--- config.mk ---
export PLATFORM = sky130hd
export DESIGN_NAME = led_chaser
export DESIGN_NICKNAME = d
export VERILOG_FILES = /design/src/rtl/led_chaser.sv
export SDC_FILE = /design/constraint.sdc
export NUM_CORES = 1
export LEC_CHECK = 0
export CAP_MARGIN = 0
export CELL_PAD_IN_SITES_DETAIL_PLACEMENT = 2
export CELL_PAD_IN_SITES_GLOBAL_PLACEMENT = 2
export CORE_MARGIN = 2
export CORE_UTILIZATION = 31
export CTS_CLUSTER_DIAMETER = 60
export DETAILED_ROUTE_END_ITERATION = 12
export GPL_TIMING_DRIVEN = 0
export PLACE_DENSITY_LB_ADDON = 0.1
export SLEW_MARGIN = 40
export SYNTH_ARGS = -nofsm -noshare
export SYNTH_HDL_FRONTEND = slang
export SYNTH_SLANG_ARGS = --single-unit
--- constraint.sdc ---
create_clock -name clk_i -period 2.78 [get_ports clk_i]
set_clock_uncertainty 0.1 [all_clocks]
set_input_delay 0.834 -clock clk_i [delete_from_list [all_inputs] [get_ports clk_i]]
set_output_delay 0.834 -clock clk_i [all_outputs]
set_load 0.02 [all_outputs]
--- src/rtl/led_chaser.sv ---
// Single-light chaser with wrap and optional ping-pong motion, programmable step period.
// Bounce mode is compiled in only when LED_CHASER_BOUNCE_EN is defined.
module led_chaser #(
  parameter int unsigned WIDTH = 4,
  parameter int unsigned DIV_W = 8
) (
  input  logic             clk_i,
  input  logic             rst_ni,
  input  logic             start_i,
  input  logic             stop_i,
  input  logic             dir_i,
  input  logic             bounce_i,
  input  logic [DIV_W-1:0] div_i,
  output logic [WIDTH-1:0] out_o,
  output logic             busy_o,
  output logic             wrap_o
);

  localparam int unsigned PosW = $clog2(WIDTH + 1);
  localparam logic [PosW-1:0] PosBlank = PosW'(WIDTH);
  localparam logic [PosW-1:0] PosLast  = PosW'(WIDTH - 1);
  localparam logic [PosW-1:0] PosOne   = PosW'(1);

  typedef enum logic [0:0] {StIdle, StRun} state_e;

  state_e           state_q, state_d;
  logic [PosW-1:0]  pos_q, pos_d;
  logic [DIV_W-1:0] cnt_q, cnt_d;
  logic [WIDTH-1:0] out_q, out_d;
  logic             busy_q, busy_d;
  logic             wrap_q, wrap_d;

  logic [PosW-1:0]  step_pos;
  logic             step_wrap;

`ifdef LED_CHASER_BOUNCE_EN
  logic mode_q, mode_d;
  logic bdir_q, bdir_d;
  logic step_bdir;

  always_ff @(posedge clk_i or negedge rst_ni) begin
    if (!rst_ni) begin
      mode_q <= 1'b0;
      bdir_q <= 1'b0;
    end else begin
      mode_q <= mode_d;
      bdir_q <= bdir_d;
    end
  end
`else
  logic unused_bounce;
  assign unused_bounce = bounce_i;
`endif

  // Position reached if a step is taken this cycle.
  always_comb begin
    step_pos  = pos_q;
    step_wrap = 1'b0;
`ifdef LED_CHASER_BOUNCE_EN
    step_bdir = bdir_q;
    if (mode_q) begin
      if (pos_q == PosBlank) begin
        step_pos = bdir_q ? '0 : PosLast;
      end else if (bdir_q) begin
        if (pos_q == PosLast) begin
          step_bdir = 1'b0;
          step_wrap = 1'b1;
          step_pos  = (pos_q == '0) ? pos_q : pos_q - PosOne;
        end else begin
          step_pos = pos_q + PosOne;
        end
      end else begin
        if (pos_q == '0) begin
          step_bdir = 1'b1;
          step_wrap = 1'b1;
          step_pos  = (pos_q == PosLast) ? pos_q : pos_q + PosOne;
        end else begin
          step_pos = pos_q - PosOne;
        end
      end
    end else
`endif
    begin
      if (dir_i) begin
        if (pos_q == PosBlank) begin
          step_pos = '0;
        end else if (pos_q == PosLast) begin
          step_pos  = PosBlank;
          step_wrap = 1'b1;
        end else begin
          step_pos = pos_q + PosOne;
        end
      end else begin
        if (pos_q == PosBlank) begin
          step_pos = PosLast;
        end else if (pos_q == '0) begin
          step_pos  = PosBlank;
          step_wrap = 1'b1;
        end else begin
          step_pos = pos_q - PosOne;
        end
      end
    end
  end

  always_ff @(posedge clk_i or negedge rst_ni) begin
    if (!rst_ni) begin
      state_q <= StIdle;
      pos_q   <= PosBlank;
      cnt_q   <= '0;
      out_q   <= '0;
      busy_q  <= 1'b0;
      wrap_q  <= 1'b0;
    end else begin
      state_q <= state_d;
      pos_q   <= pos_d;
      cnt_q   <= cnt_d;
      out_q   <= out_d;
      busy_q  <= busy_d;
      wrap_q  <= wrap_d;
    end
  end

  // Stop has priority over start; either one overrides stepping.
  always_comb begin
    state_d = state_q;
    pos_d   = pos_q;
    cnt_d   = cnt_q;
    wrap_d  = 1'b0;
`ifdef LED_CHASER_BOUNCE_EN
    mode_d  = mode_q;
    bdir_d  = bdir_q;
`endif
    if (stop_i) begin
      state_d = StIdle;
      pos_d   = PosBlank;
      cnt_d   = '0;
    end else if (start_i) begin
      state_d = StRun;
      pos_d   = PosBlank;
      cnt_d   = '0;
`ifdef LED_CHASER_BOUNCE_EN
      mode_d  = bounce_i;
      bdir_d  = dir_i;
`endif
    end else if (state_q == StRun) begin
      if (cnt_q >= div_i) begin
        cnt_d  = '0;
        pos_d  = step_pos;
        wrap_d = step_wrap;
`ifdef LED_CHASER_BOUNCE_EN
        bdir_d = step_bdir;
`endif
      end else begin
        cnt_d = cnt_q + DIV_W'(1);
      end
    end
  end

  always_comb begin
    busy_d = (state_d == StRun);
    out_d  = '0;
    if (pos_d != PosBlank) begin
      out_d = WIDTH'(1) << pos_d;
    end
  end

  assign out_o  = out_q;
  assign busy_o = busy_q;
  assign wrap_o = wrap_q;

endmodule

* Word level (Yosys, flattened, before mapping)
Index checks and enable logic that the tools add are counted.
** Word-level totals
- Flip-flop bits (word level) :: 17
- Input bits :: 14
- Output and inout bits :: 6
- Logic and storage cells :: 41
** Cells by class
- Add/subtract/negate cells :: 3
- Order comparisons :: 1
- Equality and inequality tests :: 3
- Shift-type cells :: 1
- Muxes and demuxes :: 25
- Reductions and logical operators :: 3
** Operators by type and width (number)
- $mux 8 :: 4
- $mux 3 :: 9
- $mux 1 :: 11
- $add 8x1->8 const B :: 1
- $ge 8x8->1 :: 1
- $mux 4 :: 1
- $shl 1x3->4 const A :: 1
- $add 3x1->3 const B :: 1
- $eq 3x2->1 const B :: 1
- $eq 3x3->1 const B :: 1
- $logic_not 3->1 :: 1
- $ne 3x3->1 const B :: 1
- $reduce_bool 3->1 :: 1
- $sub 3x1->3 const B :: 1
- $reduce_bool 2->1 :: 1

* Depth between registers and ports, before layout
Gate-level depths: netlist of run 1.
- Word-level depth :: 10
- Gate-level depth with buffers :: 9
- Gate-level depth less buffers :: 8

* Least setup slack after synthesis of run 1
OpenSTA, ideal clock, no wires.
- Kind :: in2reg
- Start point :: input div_i[0]
- End point :: register out_q[1] (netlist: out_o[1])
- Library setup time :: 0.067 ns
- Arrival time :: 2.369 ns
- Data required time :: 2.613 ns
- Slack :: 0.244 ns
- Cell stages on the path :: 7
- Buffers on the path :: 0
- Cells stage by stage :: ha_1 -> nand2b_4 -> a2111oi_4 -> o21a_1 -> nor2_1 -> o32a_4 -> and3b_1
** Between the ends
- Word-level cells in the longest chain between the ends :: 7
- Elaborated cells on any way between the ends :: 8
- Those cells by class :: 1 x order compare; 1 x eq/ne; 1 x shift; 5 x mux
** Ends and longest elaborated chain
- start, declared :: RTL line 13 : input logic [DIV_W-1:0] div_i,
- $ge 8x8->1 * :: RTL line 147 : if (cnt_q >= div_i) begin
- $mux 3 * :: RTL line 147
- $mux 3 * :: RTL line 146 : end else if (state_q == StRun) begin
- $mux 3 * :: RTL line 138 : end else if (start_i) begin
- $mux 3 * :: RTL line 134 : if (stop_i) begin
- net pos_d[2] :: RTL line 27 : logic [PosW-1:0] pos_q, pos_d;
- $ne 3x3->1 / $shl 1x3->4 (equally long branches) :: RTL line 163, 164
- $mux 4 * :: RTL line 163 : if (pos_d != PosBlank) begin
- net out_d[1] :: RTL line 29 : logic [WIDTH-1:0] out_q, out_d;
- end signal, assigned :: RTL line 118 : out_q <= out_d;
- end, declared :: RTL line 29
Mark *: on every way through the listed nets, which the timed path passes. The rest lies on a longest branch.
A chain may end at the register's enable or synchronous reset.

* Worst setup path after layout of run 1
- Start point :: input div_i[6]
- End point :: register out_q[1] (netlist: out_o[1])
Same word-level chain as after synthesis.

==> run_summary.xml, run 1 <==
<?xml version="1.0" encoding="UTF-8"?>
<metrics>
  <group name="outcome">
    <metric name="status" unit="">complete, no violations</metric>
  </group>
  <group name="synth">
    <metric name="avgSynthCellArea" unit="µm²">9.20</metric>
    <metric name="synth.lib_cells_used.distinct" unit="">32</metric>
    <metric name="yosysWarnings" unit="">0</metric>
    <metric name="synthesis.nets" unit="">148</metric>
    <metric name="synth_seq_cells" unit="">17</metric>
    <metric name="mapped_cells" unit="">121</metric>
    <metric name="ys_seq_area_share" unit="%">38.3</metric>
    <metric name="post_synth_instance_area" unit="mm²">0.00111</metric>
  </group>
  <group name="place">
    <metric name="place_congestion" unit="">0.796</metric>
    <metric name="placed_area" unit="mm²">0.00135</metric>
    <metric name="dpl.hpwl" unit="µm">2310</metric>
    <metric name="post-place-cells" unit="">185</metric>
    <metric name="port_buffers" unit="">18</metric>
    <metric name="pre_cts_ws" unit="ns">-0.421</metric>
  </group>
  <group name="routing">
    <metric name="wl_final" unit="µm">3020</metric>
    <metric name="wl_met2" unit="µm">1740</metric>
    <metric name="detailedRoute.firstPassIterationCount" unit="">3</metric>
    <metric name="top_signal_layer_used" unit="">met3</metric>
    <metric name="routed-via-count" unit="">967</metric>
    <metric name="drt.antenna.violating_nets" unit="">0</metric>
    <metric name="detailedRoute.firstIterationViolations" unit="">27</metric>
    <metric name="route.layer.met1.wl" unit="µm">1190</metric>
    <metric name="avgViaCountPerCell" unit="">5.01</metric>
    <metric name="average_wire_length_per_cell_after_detail_routing" unit="µm">15.7</metric>
    <metric name="met3RoutedLength" unit="µm">92</metric>
    <metric name="route.detailed.drc" unit="">0</metric>
  </group>
  <group name="power_and_ir_drop">
    <metric name="powerDensity" unit="mW/mm²">295</metric>
    <metric name="peakVddDrop" unit="µV">202</metric>
    <metric name="leakage_power_summed_over_all_cells" unit="µW">0.000739</metric>
  </group>
  <group name="final_layout">
    <metric name="post-route-cell-area" unit="mm²">0.00153</metric>
    <metric name="n_fill_cell" unit="">371</metric>
    <metric name="multi_input_area" unit="µm²">731</metric>
    <metric name="layout.area.seq" unit="µm²">427</metric>
    <metric name="fraction_of_layout_instances_using_a_drive_strength_above_1" unit="%">22.4</metric>
    <metric name="instances_no_fill" unit="">193</metric>
    <metric name="post-route-util" unit="%">45.2</metric>
    <metric name="nNetsFinal" unit="">175</metric>
    <metric name="areaGrowthSynthToFinish" unit="%">37.6</metric>
    <metric name="diodes_inserted" unit="">0</metric>
  </group>
  <group name="global_routing">
    <metric name="first_global_vias" unit="">1093</metric>
    <metric name="grt_first_pass_wirelength" unit="µm">5340</metric>
    <metric name="initial_antenna_violation_count" unit="">0</metric>
    <metric name="grt_use_total" unit="%">16.5</metric>
    <metric name="largest_net_degree_at_the_start_of_global_routing" unit="">18</metric>
    <metric name="global_route.overflow_total" unit="">0</metric>
  </group>
  <group name="setup_path">
    <metric name="crit-reg2reg-launch" unit="">cnt_q[0]$_DFFE_PN0P_</metric>
    <metric name="worst_r2r_endpoint" unit="">out_o[1]$_DFF_PN0_</metric>
    <metric name="timing.reg2reg.worst_path_depth" unit="">9</metric>
    <metric name="rrSetupSlack" unit="ns">0.26</metric>
    <metric name="critical_path.max_fanout" unit="">5</metric>
    <metric name="worst_setup_path_start_kind" unit="">primary input</metric>
    <metric name="req_time_crit_path" unit="ns">2.87</metric>
    <metric name="critical_path.endpoint_type" unit="">flip-flop</metric>
    <metric name="timing.setup.critical_path_class" unit="">primary input to flip-flop</metric>
    <metric name="arrival" unit="ns">2.83</metric>
  </group>
  <group name="floorplan">
    <metric name="rows" unit="">21</metric>
    <metric name="die-height" unit="µm">63.9</metric>
    <metric name="die-width" unit="µm">63.9</metric>
    <metric name="initial_core_utilization" unit="%">32.9</metric>
    <metric name="boundaryPins" unit="">20</metric>
    <metric name="coreArea" unit="mm²">0.00339</metric>
    <metric name="dieArea" unit="mm²">0.00409</metric>
  </group>
  <group name="sta">
    <metric name="finalHoldViolCount" unit="">0</metric>
    <metric name="fmaxAchievable" unit="GHz">0.365</metric>
    <metric name="fin_crit_sh" unit="%">98.5</metric>
    <metric name="slew_viol_final" unit="">0</metric>
    <metric name="timing.final.setup_violations" unit="">0</metric>
    <metric name="worst_setup_slack_after_layout" unit="ns">0.0421</metric>
    <metric name="remaining_max_slew_budget_at_the_tightest_pin" unit="%">61.1</metric>
    <metric name="worst_pin_slew" unit="ns">0.577</metric>
    <metric name="fin_crit" unit="ns">2.74</metric>
  </group>
  <group name="clock_network">
    <metric name="clkSinkCount" unit="">17</metric>
    <metric name="insertion_delay" unit="ns">0.29</metric>
    <metric name="clockBufferDepth" unit="">2</metric>
    <metric name="clock_h_tree_levels" unit="">1</metric>
    <metric name="cts_hold_repair.buffers" unit="">0</metric>
    <metric name="cts-root-buf" unit="">clkbuf_4</metric>
    <metric name="cts_tree" unit="">done</metric>
    <metric name="clk_pin_slew_worst_paths" unit="ns">0.10</metric>
    <metric name="cts_bufs_inserted" unit="">3</metric>
  </group>
  <group name="min_path">
    <metric name="timing.hold.worst.class" unit="">primary input to asynchronous set/reset pin</metric>
  </group>
  <group name="run">
    <metric name="maxCapViolations" unit="">0</metric>
  </group>
</metrics>
-- layout by cell type (no fill, tap or decap), types with 4 or more instances in the layout --
| cell type | instances |
|---|---|
| a21oi_1 | 4 |
| buf_4 | 4 |
| clkdlybuf4s50_1 | 10 |
| dfrtp_1 | 16 |
| dlymetal6s2s_1 | 7 |
| ha_1 | 8 |
| ha_4 | 5 |
| inv_1 | 11 |
| inv_2 | 4 |
| nand2_1 | 8 |
| nand2b_1 | 4 |
| nand3_1 | 4 |
| nor2_1 | 10 |
| o21ai_0 | 16 |
-- flip-flops by register name, summed over array words and instances, names as in the netlist --
signal / count
cnt_q: 8
out_o: 4
pos_q: 3
wrap_o: 1
busy_o: 1
-- critical path: stages --
cell and delay, ns:
clkdlybuf4s50_1 0.47, inv_1 0.07, ha_4 0.26, nand2_2 0.05, a211o_1 0.27, o21a_1 0.20
buf_4 0.13, o211ai_1 0.24, o21ai_4 0.13, and3b_1 0.18
-- stage by stage --
step	hold slack, ns	total power, µW	TNS [ns]
after global routing	0.345	483	-0.127
after floorplan	0.382	283	0
after CTS	0.478	455	0
after global placement	0.434	314	-2.90
final	0.344	452	0
after detailed placement	0.462	317	-4.01
-- metal layers --
| metal | vias to the layer above | global-route usage [%] |
|---|---|---|
| met5 | - | 0 |
| met4 | 0 | 1.63 |
| met3 | 0 | 3.70 |
| met2 | 14 | 30.9 |
| met1 | 483 | 19.8 |
| li1 | 470 | - |
-- cell usage after synthesis --
cell type   n  share of area [%]
a21oi_1     4                1.8
mux2i_1     1               0.90
o211ai_1    1               0.67
nand2b_4    1                1.2
o21ai_0    17                7.6
or2_2       1               0.56
nand4_1     1               0.56
a211oi_1    1               0.67
nor2_1     11                3.7
nand3_1     4                1.8
dfrtp_1    16                 36
and3b_1     1               0.79
and3_1      3                1.7
nor3b_2     1                1.1
o2111ai_1   1               0.79
inv_1      15                5.1
a21o_1      1               0.67
o311ai_0    1               0.79
o21ai_1     1               0.45
nand2b_1    4                2.2
buf_2       1               0.45
o32a_4      1                2.0
nor3b_1     1               0.67
nand2_1    10                3.4
a2111oi_4   1                2.5
nor3_1      1               0.45
ha_1       13                 15
a211o_1     1               0.79
o21ai_2     1               0.79
o21a_1      2                1.3
xor2_1      2                1.6
dfstp_2     1                2.4
-- area by class of cell --
class                      instances  area share [%]
buffer                             1           0.735
tap                               46            3.76
inverter                          15            3.67
sequential                        17            27.8
multi-input combinational         88            47.7
clock buffer                       3            1.47
clock inverter                     1           0.327
timing repair buffer              22            14.5
-- power by group --
| part | switching, µW | leakage, µW | total [µW] | internal, µW |
|---|---|---|---|---|
| clock | 81.2 | 0.0000177 | 135 | 53.5 |
| combinational | 33.1 | 0.000489 | 64.8 | 31.6 |
| sequential | 3.77 | 0.000232 | 253 | 249 |
-- how the worst max path moves through the flow --
stage,to,from,depth (start not counted)
after global routing,out_o[1]$_DFF_PN0_,div_i[6],10
after detailed placement,out_o[0]$_DFF_PN0_,div_i[0],8
after floorplan,out_o[1]$_DFF_PN0_,div_i[0],7
after CTS,cnt_q[4]$_DFFE_PN0P_,div_i[3],10
after global placement,out_o[0]$_DFF_PN0_,div_i[0],8
final,out_o[1]$_DFF_PN0_,div_i[6],10
-- timing repair --
action                     CTS  global route
pin swaps                    2            10
resized for setup            5            23
buffers inserted             1             3
setup endpoints to repair    8             9
-- kinds of logic (layout without fill, tap and decap cells) --
logic type,count (synthesis),in the layout,share of synthesized area [%]
flip-flops,17,17,38.3
multiplexers,1,1,0.899
adder cells (fa/ha/maj),13,13,14.6
buffers and inverters,16,42,5.50
XOR/XNOR,2,2,1.57
AND/OR/NAND/NOR,39,39,18.2
AO/OA/AOI/OAI,33,33,20.9
No activity file was read; power rests on OpenSTA's default activity.
==> run 2: changes to the inputs <==
ABC_AREA = 1   (was not set)
CORE_UTILIZATION = 30   (was 31)
==> run_summary.xml, run 2 <==
<?xml version="1.0" encoding="UTF-8"?>
<metrics>
  <group name="power_and_ir_drop">
    <metric name="switching_share" unit="%">23.8</metric>
    <metric name="p_comb_share" unit="%">10.8</metric>
    <metric name="peakVddDrop" unit="µV">176</metric>
    <metric name="fin_total_pwr" unit="µW">490</metric>
    <metric name="powerDensity" unit="mW/mm²">349</metric>
    <metric name="leakage_power_summed_over_all_cells" unit="µW">0.000709</metric>
    <metric name="power_frac_seq" unit="%">51.4</metric>
    <metric name="internal-power" unit="µW">373</metric>
    <metric name="net-switching-power" unit="µW">117</metric>
    <metric name="clock_network_fraction_of_design_power" unit="%">37.7</metric>
  </group>
  <group name="synth">
    <metric name="synth_seq_cells" unit="">17</metric>
    <metric name="asyncSetResetFlopFracSynth" unit="%">100</metric>
    <metric name="synth.lib_cells_used.distinct" unit="">24</metric>
    <metric name="synth_most_common_cell" unit="">inv_1</metric>
    <metric name="synth_compound_area_share" unit="%">8.82</metric>
    <metric name="avgSynthCellArea" unit="µm²">8.01</metric>
    <metric name="synth-edff-count" unit="">0</metric>
    <metric name="synth_area_leaders" unit="">dfrtp_1 (36%), ha_1 (15%), inv_1 (9.7%)</metric>
    <metric name="synth.mux.area_fraction" unit="%">0</metric>
    <metric name="largest_family_of_logic_cells_by_synthesized_area" unit="">simple AND/OR/NAND/NOR gates</metric>
    <metric name="post_synth_instance_area" unit="mm²">0.00112</metric>
    <metric name="mapped_cells" unit="">140</metric>
    <metric name="synthSimpleGateAreaFrac" unit="%">24.7</metric>
    <metric name="synthDominantCellAreaShare" unit="%">35.7</metric>
    <metric name="ys_seq_area_share" unit="%">38.1</metric>
    <metric name="synth_adder_area_share" unit="%">14.5</metric>
    <metric name="synth_largest_area_cell" unit="">dfrtp_1</metric>
    <metric name="postSynth.topFlopCell" unit="">dfrtp_1</metric>
    <metric name="yosysWarnings" unit="">0</metric>
    <metric name="cell_types_with_the_highest_counts_after_synthesis" unit="">inv_1 (29), nand2_1 (22), dfrtp_1 (16)</metric>
    <metric name="synthXorXnorAreaFrac" unit="%">3.91</metric>
    <metric name="synthesis.nets" unit="">167</metric>
  </group>
  <group name="routing">
    <metric name="drt.antenna.violating_nets" unit="">0</metric>
    <metric name="detailedRoute.firstIterationViolations" unit="">21</metric>
    <metric name="routed-via-count" unit="">987</metric>
    <metric name="avgViaCountPerCell" unit="">4.70</metric>
    <metric name="detailedRoute.firstPassIterationCount" unit="">4</metric>
    <metric name="wl_final" unit="µm">2670</metric>
    <metric name="average_wire_length_per_cell_after_detail_routing" unit="µm">12.7</metric>
    <metric name="route.detailed.drc" unit="">0</metric>
  </group>
  <group name="place">
    <metric name="place_congestion" unit="">0.765</metric>
    <metric name="port_buffers" unit="">18</metric>
    <metric name="dpl.hpwl" unit="µm">2300</metric>
    <metric name="pre_cts_ws" unit="ns">-0.0878</metric>
    <metric name="placed_area" unit="mm²">0.00136</metric>
    <metric name="post-place-cells" unit="">206</metric>
  </group>
  <group name="clock_network">
    <metric name="clock_h_tree_levels" unit="">1</metric>
    <metric name="cts-root-buf" unit="">clkbuf_8</metric>
    <metric name="cts_hold_repair.buffers" unit="">0</metric>
    <metric name="cts_tree" unit="">done</metric>
    <metric name="clockBufferDepth" unit="">2</metric>
    <metric name="cts_bufs_inserted" unit="">3</metric>
    <metric name="postCtsResizedCells" unit="">0</metric>
    <metric name="clkSinkCount" unit="">17</metric>
    <metric name="clk_pin_slew_worst_paths" unit="ns">0.07</metric>
    <metric name="cts_setup_buffers" unit="">0</metric>
    <metric name="insertion_delay" unit="ns">0.25</metric>
  </group>
  <group name="final_layout">
    <metric name="largest_register_ff_count" unit="">8</metric>
    <metric name="instances_no_fill" unit="">210</metric>
    <metric name="nNetsFinal" unit="">190</metric>
    <metric name="diodes_inserted" unit="">0</metric>
    <metric name="max_flop_register" unit="">cnt_q</metric>
    <metric name="areaGrowthSynthToFinish" unit="%">25.1</metric>
    <metric name="fraction_of_layout_instances_using_a_drive_strength_above_1" unit="%">9.88</metric>
    <metric name="post-route-util" unit="%">38.6</metric>
    <metric name="most-common-layout-cells" unit="">inv_1 (29), nand2_1 (22), clkdlybuf4s50_1 (17)</metric>
    <metric name="layout_commonest_cell" unit="">inv_1</metric>
    <metric name="post-route-cell-area" unit="mm²">0.00140</metric>
  </group>
  <group name="run">
    <metric name="maxCapViolations" unit="">0</metric>
  </group>
  <group name="floorplan">
    <metric name="coreArea" unit="mm²">0.00363</metric>
    <metric name="rows" unit="">22</metric>
    <metric name="die-height" unit="µm">65.1</metric>
    <metric name="dieArea" unit="mm²">0.00424</metric>
    <metric name="initial_core_utilization" unit="%">30.9</metric>
    <metric name="die-width" unit="µm">65.1</metric>
    <metric name="boundaryPins" unit="">20</metric>
  </group>
  <group name="global_routing">
    <metric name="first_global_vias" unit="">1124</metric>
    <metric name="grt_use_total" unit="%">15.0</metric>
    <metric name="largest_net_degree_at_the_start_of_global_routing" unit="">18</metric>
    <metric name="global_route.overflow_total" unit="">0</metric>
    <metric name="grt_first_pass_wirelength" unit="µm">4890</metric>
    <metric name="initial_antenna_violation_count" unit="">0</metric>
  </group>
  <group name="outcome">
    <metric name="status" unit="">complete, no violations</metric>
  </group>
  <group name="setup_path">
    <metric name="rrSetupSlack" unit="ns">0.88</metric>
    <metric name="timing.setup.critical_path_class" unit="">primary input to flip-flop</metric>
    <metric name="critical_path.endpoint_type" unit="">flip-flop</metric>
    <metric name="timing.reg2reg.worst_path_depth" unit="">11</metric>
    <metric name="worst_setup_path_start_kind" unit="">primary input</metric>
    <metric name="req_time_crit_path" unit="ns">2.86</metric>
    <metric name="critical_path.max_fanout" unit="">5</metric>
    <metric name="arrival" unit="ns">2.67</metric>
  </group>
  <group name="sta">
    <metric name="worst_pin_slew" unit="ns">0.429</metric>
    <metric name="fin_crit" unit="ns">2.59</metric>
    <metric name="slew_viol_final" unit="">0</metric>
    <metric name="fin_crit_sh" unit="%">93.2</metric>
    <metric name="grt_setup_unrepaired" unit="">false</metric>
    <metric name="remaining_max_slew_budget_at_the_tightest_pin" unit="%">71.3</metric>
    <metric name="timing.final.setup_violations" unit="">0</metric>
    <metric name="fmaxAchievable" unit="GHz">0.386</metric>
    <metric name="finalHoldViolCount" unit="">0</metric>
    <metric name="worst_setup_slack_after_layout" unit="ns">0.189</metric>
  </group>
  <group name="min_path">
    <metric name="timing.hold.worst.class" unit="">primary input to asynchronous set/reset pin</metric>
  </group>
</metrics>
## run 2: cell types whose count changed after synthesis, sizes merged, moves of 3 or more
cell / change
inv: +15
o21ai: -15
nand2: +14
nor2: +7
o22ai: +6
nand2b: -5
nand3: +4
and3: -3
## run 2: kinds of logic after synthesis
family | after synthesis
DFF | 17
buffers and inverters | 30
AOI/OAI and AO/OA | 17
and+or+nand+nor | 58
xor gates and xnor gates | 5
adders and majority gates | 13
## run 2: routing by layer
layer	part of all wire, %	wire length, µm	track usage, %	vias to the layer above
met5	0	0	0	-
met4	1.7	46	6.25	0
met3	1.3	34	1.54	5
met2	58	1550	30.7	9
met1	39	1040	15.2	484
li1	-	-	-	489
## run 2: power groups by stage
stage	Clock [µW]	Combinational, µW	Sequential, µW
floorplan	0	21.7	258
global placement	0	51.9	257
detailed placement	0	55.4	257
CTS	198	55.8	252
global route	213	60.8	252
finish	185	53.0	252
## run 2: metrics by stage
step	hold WS (ns)	setup TNS (ns)
6_report	0.388	0
2_1_floorplan	0.438	0
4_1_cts	0.507	0
5_1_grt	0.413	0
3_5_place_dp	0.496	-0.407
3_3_place_gp	0.483	-0.246
## run 2: worst paths after layout
check                                             to            startpoint
worst min register to register  cnt_q[7]$_DFFE_PN0P_  cnt_q[7]$_DFFE_PN0P_
worst max-delay path              out_o[0]$_DFF_PN0_              div_i[7]
worst max register to register    out_o[0]$_DFF_PN0_  cnt_q[4]$_DFFE_PN0P_
worst min-delay path              busy_o$_DFFE_PN0P_                rst_ni
min in group clk_i              cnt_q[7]$_DFFE_PN0P_  cnt_q[7]$_DFFE_PN0P_
max in group asynchronous         pos_q[2]$_DFF_PN1_                rst_ni
## run 2: critical path: stages
cell	delay (ns)
clkdlybuf4s50_1	0.46
inv_1	0.04
ha_1	0.28
nand2_1	0.09
nor2_2	0.14
nand4_1	0.11
nand3_2	0.16
nand2_4	0.09
nand2_1	0.07
nand2_1	0.05
nor2_2	0.14
nand2_1	0.10
nor2_1	0.10
## run 2: final cells by class
cell class                 instances  area [µm²]
clock buffer                       3        41.3
clock inverter                     1        5.00
fill                             447        2230
inverter                          30         113
multi-input combinational         93         582
sequential                        17         427
tap                               48        60.1
timing repair buffer              18         175
